`config.mk`:
```
export PLATFORM = sky130hd
export DESIGN_NAME = execute_div
export DESIGN_NICKNAME = d
export VERILOG_FILES = /design/src/rtl/execute_div.sv
export SDC_FILE = /design/constraint.sdc
export NUM_CORES = 1
export LEC_CHECK = 0
export BUFFER_PORTS_ARGS = -buffer_cell sky130_fd_sc_hd__buf_2
export CAP_MARGIN = 20
export CELL_PAD_IN_SITES_DETAIL_PLACEMENT = 1
export CELL_PAD_IN_SITES_GLOBAL_PLACEMENT = 1
export CORE_MARGIN = 2
export CORE_UTILIZATION = 35
export DETAILED_ROUTE_END_ITERATION = 8
export PLACE_DENSITY = 0.79
export REMOVE_ABC_BUFFERS = 1
export SKIP_CTS_REPAIR_TIMING = 1
export SKIP_LAST_GASP = 1
export SYNTH_ARGS = -nofsm -noshare
export SYNTH_HDL_FRONTEND = slang
export SYNTH_SLANG_ARGS = --single-unit
```
`constraint.sdc`:
```
create_clock -name clk -period 2.6 [get_ports clk]
set_input_delay 0.39 -clock clk [delete_from_list [all_inputs] [get_ports clk]]
set_output_delay 0.39 -clock clk [all_outputs]
set_load 0.01 [all_outputs]
```
`src/rtl/execute_div.sv`:
```
// Iterative restoring divider for the execute stage.
// One quotient bit per cycle; signs are fixed up after the loop.
module execute_div #(
  parameter int LEN_REG = 32,
  parameter int LEN_CNT = 6
) (
  input  logic               clk,
  input  logic               rst_n,
  input  logic               start,
  input  logic               signed_i,
  input  logic [LEN_REG-1:0] data_rd,
  input  logic [LEN_REG-1:0] data_rs,
  input  logic               flush,
  output logic               busy,
  output logic               valid_o,
  output logic [LEN_REG-1:0] quot_o,
  output logic [LEN_REG-1:0] rem_o,
  output logic               div_zero_o
);

  typedef enum logic [1:0] {
    IDLE,
    CALC,
    FIX,
    DONE
  } state_t;

  localparam logic [LEN_REG-1:0] ONE = LEN_REG'(1);
  localparam logic [LEN_REG:0]   ONE_W = (LEN_REG+1)'(1);
  localparam logic [LEN_CNT-1:0] CNT_LOAD = LEN_CNT'(LEN_REG-1);

  state_t r_state;
  state_t w_next;

  logic [LEN_REG-1:0] r_dvd;
  logic [LEN_REG-1:0] r_dvs;
  logic [LEN_REG-1:0] r_rem;
  logic [LEN_CNT-1:0] r_cnt;
  logic               r_sign_q;
  logic               r_sign_r;
  logic               r_dz;

  logic               w_accept;
  logic               w_rd_neg;
  logic               w_rs_neg;
  logic [LEN_REG-1:0] w_rd_abs;
  logic [LEN_REG-1:0] w_rs_abs;
  logic [LEN_REG:0]   w_rem_sh;
  logic [LEN_REG:0]   w_trial;
  logic               w_carry;
  logic               w_qbit;
  logic [LEN_REG-1:0] w_q_fix;
  logic [LEN_REG-1:0] w_r_fix;

  assign w_accept = (r_state == IDLE) && start && !flush;
  assign w_rd_neg = signed_i && data_rd[LEN_REG-1];
  assign w_rs_neg = signed_i && data_rs[LEN_REG-1];
  assign w_rd_abs = w_rd_neg ? (~data_rd + ONE) : data_rd;
  assign w_rs_abs = w_rs_neg ? (~data_rs + ONE) : data_rs;

  // Trial subtraction as rem + ~dvs + 1; carry-out means rem >= dvs.
  assign w_rem_sh = {r_rem, r_dvd[LEN_REG-1]};
  assign {w_carry, w_trial} = {1'b0, w_rem_sh}
                            + {1'b0, ~{1'b0, r_dvs}}
                            + {1'b0, ONE_W};
  // A taken trial is always below the divisor, so its top bit is zero.
  assign w_qbit = w_carry && !w_trial[LEN_REG];

  // Quotient stays all ones on divide by zero.
  assign w_q_fix = (r_sign_q && !r_dz) ? (~r_dvd + ONE) : r_dvd;
  assign w_r_fix = r_sign_r ? (~r_rem + ONE) : r_rem;

  always_ff @(posedge clk or negedge rst_n) begin
    if (!rst_n) begin
      r_state <= IDLE;
    end else begin
      r_state <= w_next;
    end
  end

  always_comb begin
    w_next = r_state;
    unique case (r_state)
      IDLE: begin
        if (start && !flush) w_next = CALC;
      end
      CALC: begin
        if (flush)           w_next = IDLE;
        else if (r_cnt == 0) w_next = FIX;
      end
      FIX: begin
        w_next = flush ? IDLE : DONE;
      end
      DONE: begin
        w_next = IDLE;
      end
      default: w_next = IDLE;
    endcase
  end

  always_comb begin
    busy    = 1'b0;
    valid_o = 1'b0;
    unique case (r_state)
      IDLE: busy = 1'b0;
      CALC: busy = 1'b1;
      FIX:  busy = 1'b1;
      DONE: begin
        busy    = 1'b1;
        valid_o = !flush;
      end
      default: busy = 1'b0;
    endcase
  end

  always_ff @(posedge clk or negedge rst_n) begin
    if (!rst_n) begin
      r_dvd    <= '0;
      r_dvs    <= '0;
      r_rem    <= '0;
      r_cnt    <= '0;
      r_sign_q <= 1'b0;
      r_sign_r <= 1'b0;
      r_dz     <= 1'b0;
    end else if (w_accept) begin
      r_dvd    <= w_rd_abs;
      r_dvs    <= w_rs_abs;
      r_rem    <= '0;
      r_cnt    <= CNT_LOAD;
      r_sign_q <= w_rd_neg ^ w_rs_neg;
      r_sign_r <= w_rd_neg;
      r_dz     <= (data_rs == '0);
    end else if (r_state == CALC && !flush) begin
      r_dvd <= {r_dvd[LEN_REG-2:0], w_qbit};
      r_rem <= w_qbit ? w_trial[LEN_REG-1:0]
                      : w_rem_sh[LEN_REG-1:0];
      if (r_cnt != 0) r_cnt <= r_cnt - 1'b1;
    end
  end

  always_ff @(posedge clk or negedge rst_n) begin
    if (!rst_n) begin
      quot_o     <= '0;
      rem_o      <= '0;
      div_zero_o <= 1'b0;
    end else if (r_state == FIX && !flush) begin
      quot_o     <= w_q_fix;
      rem_o      <= w_r_fix;
      div_zero_o <= r_dz;
    end
  end

endmodule
```
==> flow_summary_export.csv <==
group,metric,value,unit
status,run_status,"complete, but fails checks",
status,violations,"negative setup slack",
yosys,postSynthCellCount,1329,
grt,largest_net_degree_at_the_start_of_global_routing,75,
worst_setup_path,cp_cell_sequence,"ha_4 -> fa_2 -> nand2b_4 -> a21o_1 -> a31oi_2 -> o211ai_1 -> a211oi_2 -> or3_4 -> nand3_4 -> buf_12 -> mux2i_2 -> o21ai_1",
floorplanning,floorplan.rows,65,
place,pre_cts_ws,-0.416,ns
timing,min_period_over_period,1.12,
clock_network,maximum_number_of_buffers_from_clock_root_to_sink,2,
timing,timing.final.setup_violations,38,
layout,n_fill_cell,3765,
routing,first_pass_iters,5,
clock_network,cts-root-buf,"sky130_fd_sc_hd__clkbuf_16",
worst_hold_path,class_of_the_tightest_hold_or_removal_check,"primary input to flip-flop",
grt,total_global_route_track_usage,0.224,
clock_network,tritoncts_clock_tree,"built",
worst_setup_path,setup.worst_path.class,"flip-flop to flip-flop",
floorplanning,io-pin-count,136,
floorplanning,floorplan.die_area,33300,um^2
worst_setup_path,critPathArrivalTime,3.22,ns
pwr,p_leak,6.84,nW
timing,layout_min_cycle_time,2.92,ns
worst_setup_path,cp_max_fo,8,
flow_run,maxCapViolCount,0,
grt,grt_remaining_overflow,0,
worst_setup_path,worst-endpoint-required,2.90,ns
yosys,count_of_flip_flops_with_a_built_in_enable_after_synthesis,0,
layout,final_core_util,0.457,
clock_network,clock_sinks,172,
timing,finalMaxSlewViolations,0,
timing,report.final.hold_viol_count,0,
pwr,power_density,1020,nW/um^2
routing,wl_per_cell,18.5,um
layout,final_net_count,1703,
yosys,postSynth.asyncResetShare,1.00,
floorplanning,floorplan.core_area,31500,um^2
routing,drt_wl_total,37100,um
grt,via_count_of_the_first_global_routing_pass,11200,
place,place_congestion,0.892,
yosys,yosysWarningCount,0,
yosys,synth_area,11100,um^2
routing,detail_route.drc_violations,0,
layout,layout_area_overhead,29.1,%
clock_network,clkTransAtPathRegs,0.07,ns
routing,via_count,10700,
place,placement.cell_area,13400,um^2
layout,layout-drive-gt1-share,0.256,
layout,antenna-diode-count,0,
floorplanning,floorplan.initialDensity,0.354,
floorplanning,die_y,182,um
yosys,syn_avg_cell_area,8.39,um^2
worst_setup_path,worst_setup_path_end_kind,"flip-flop",
worst_setup_path,critical_path.startpoint_type,"flip-flop",
worst_setup_path,cp_slowest_stage_delay,0.42,ns
timing,holdWs,0.193,ns
yosys,synth_flop_cell,"sky130_fd_sc_hd__dfrtp_1",
place,buffer_ports.inserted,135,
layout,design_area,14400,um^2
routing,detail_route.vias_per_cell,5.32,
timing,max_slew.worst_pin.slew,0.773,ns
floorplanning,die_width,182,um
timing,clock_skew,0.0125,ns
place,place_hpwl,27600,um
grt,grt_antenna_before_repair,0,
timing,fmax,0.343,GHz
clock_network,tritoncts.num_buffers,17,
grt,grt_first_pass_wirelength,59300,um
timing,timing.slew.headroom,0.485,
timing,grt_setup_unrepaired,"true",
yosys,synth_sequential_area_ratio,0.386,
timing,setup_ws_post_layout,-0.318,ns
yosys,synth-seq-cells,172,
pwr,max-vdd-ir-drop,0.537,mV
worst_setup_path,crit_path_top_delay_cell,"sky130_fd_sc_hd__dfrtp_1",
routing,antenna_violating_nets_post_route,0,
clock_network,clock_latency,0.45,ns
routing,first_iter_violations,569,
yosys,synth.distinct_cells,73,
clock_network,ctsHtreeMaxLevel,4,
==> report_power, final <==
| group | switching (mW) | internal (mW) | total (mW) | leakage [nW] |
|---|---|---|---|---|
| Clock | 1.23 | 1.46 | 2.69 | 0.288 |
| Sequential | 0.895 | 3.63 | 4.53 | 2.20 |
| Combinational | 4.21 | 3.19 | 7.40 | 4.35 |
==> registers in the layout (all words and copies together), names as in the netlist <==
name,flops
div_zero_o,1
quot_o,32
r_cnt,6
r_dvd,32
r_dvs,32
r_dz,1
r_rem,32
r_sign_q,1
r_sign_r,1
r_state,2
rem_o,32
==> worst max-delay path: cells and delay by family (launching register included) <==
kind | cells | cell delay (ns)
AO/OA/AOI/OAI | 5 | 0.90
flip-flops | 1 | 0.42
adder cells (fa/ha/maj) | 2 | 0.55
multiplexers | 1 | 0.19
buffers and inverters | 1 | 0.20
AND/OR/NAND/NOR | 3 | 0.49
==> final cells by class <==
class,count,area [um^2],share of cell area
timing repair buffer,311,2090,0.145
tap,402,503,0.0349
clock buffer,18,439,0.0305
inverter,50,188,0.0130
sequential,172,4310,0.299
clock inverter,14,159,0.0110
multi-input combinational,1043,6710,0.466
==> through the flow <==
step / power [mW] / TNS (ns) / cells
2_1_floorplan: 8.36 / -12.71 / 1265
3_3_place_gp: 11.1 / -9.79 / 1970
3_5_place_dp: 11.4 / -13.59 / 1970
4_1_cts: 14.2 / -14.25 / 2002
5_1_grt: 15.7 / -14.89 / 2010
6_report: 14.6 / -9.29 / 2010
==> cell families (layout without fill, tap and decap cells) <==
logic type | after synthesis | after routing | share of synthesized area
and+or+nand+nor | 454 | 454 | 0.182
xor gates and xnor gates | 154 | 154 | 0.121
muxes | 27 | 27 | 0.0244
buffers and inverters | 114 | 393 | 0.0426
DFF | 172 | 172 | 0.386
AOI/OAI and AO/OA | 369 | 369 | 0.199
adders and majority gates | 39 | 39 | 0.0444
==> synthesized netlist by cell type (all sizes together), types with 20 or more instances <==
cell / count / share of area
nand2: 245 / 0.082
dfrtp: 172 / 0.39
o21ai: 170 / 0.077
nor2: 89 / 0.030
xor2: 86 / 0.068
a21oi: 75 / 0.034
xnor2: 68 / 0.053
clkbuf: 56 / 0.019
inv: 50 / 0.017
ha: 38 / 0.043
a31oi: 34 / 0.019
mux2i: 26 / 0.023
o31ai: 20 / 0.015
==> path summary, 6_finish.rpt <==
check	start	to	slack [ns]	depth (start not counted)
setup / recovery	r_dvs[0]	r_rem[13]	-0.32	12
hold / removal	data_rs[31]	r_dz	0.19	2
setup reg to reg	r_dvs[0]	r_rem[13]	-0.32	12
hold reg to reg	rem_o[14]	rem_o[14]	0.48	2
max in group asynchronous	rst_n	r_rem[5]	1.32	3
min in group asynchronous	rst_n	quot_o[17]	0.49	2
==> placed cells by master (no fill, tap or decap), drive strengths merged, types with 8 or more instances in the layout <==
cell type / synthesis / layout
and2: 8 / 8
a31oi: 34 / 34
nor2: 89 / 89
or4: 14 / 14
mux2i: 26 / 26
xor2: 86 / 86
o41ai: 11 / 11
a21oi: 75 / 75
nand2b: 9 / 9
nand2: 245 / 245
o31ai: 20 / 20
clkbuf: 56 / 19
nor4: 17 / 17
dfrtp: 172 / 172
ha: 38 / 38
nand3: 19 / 19
inv: 50 / 55
buf: 8 / 309
o21ai: 170 / 170
nor3: 19 / 19
a21o: 13 / 13
and3: 10 / 10
xnor2: 68 / 68
o211ai: 9 / 9
==> metal layers <==
metal  vias up  global-route usage  share of wire
met1      5297               0.286           0.44
met2       190               0.394           0.50
met5         -                   0              0
met4         0              0.0619          0.020
met3        44              0.0329          0.033
li1       5160                   -              -
(Power assumes the default switching activity.)
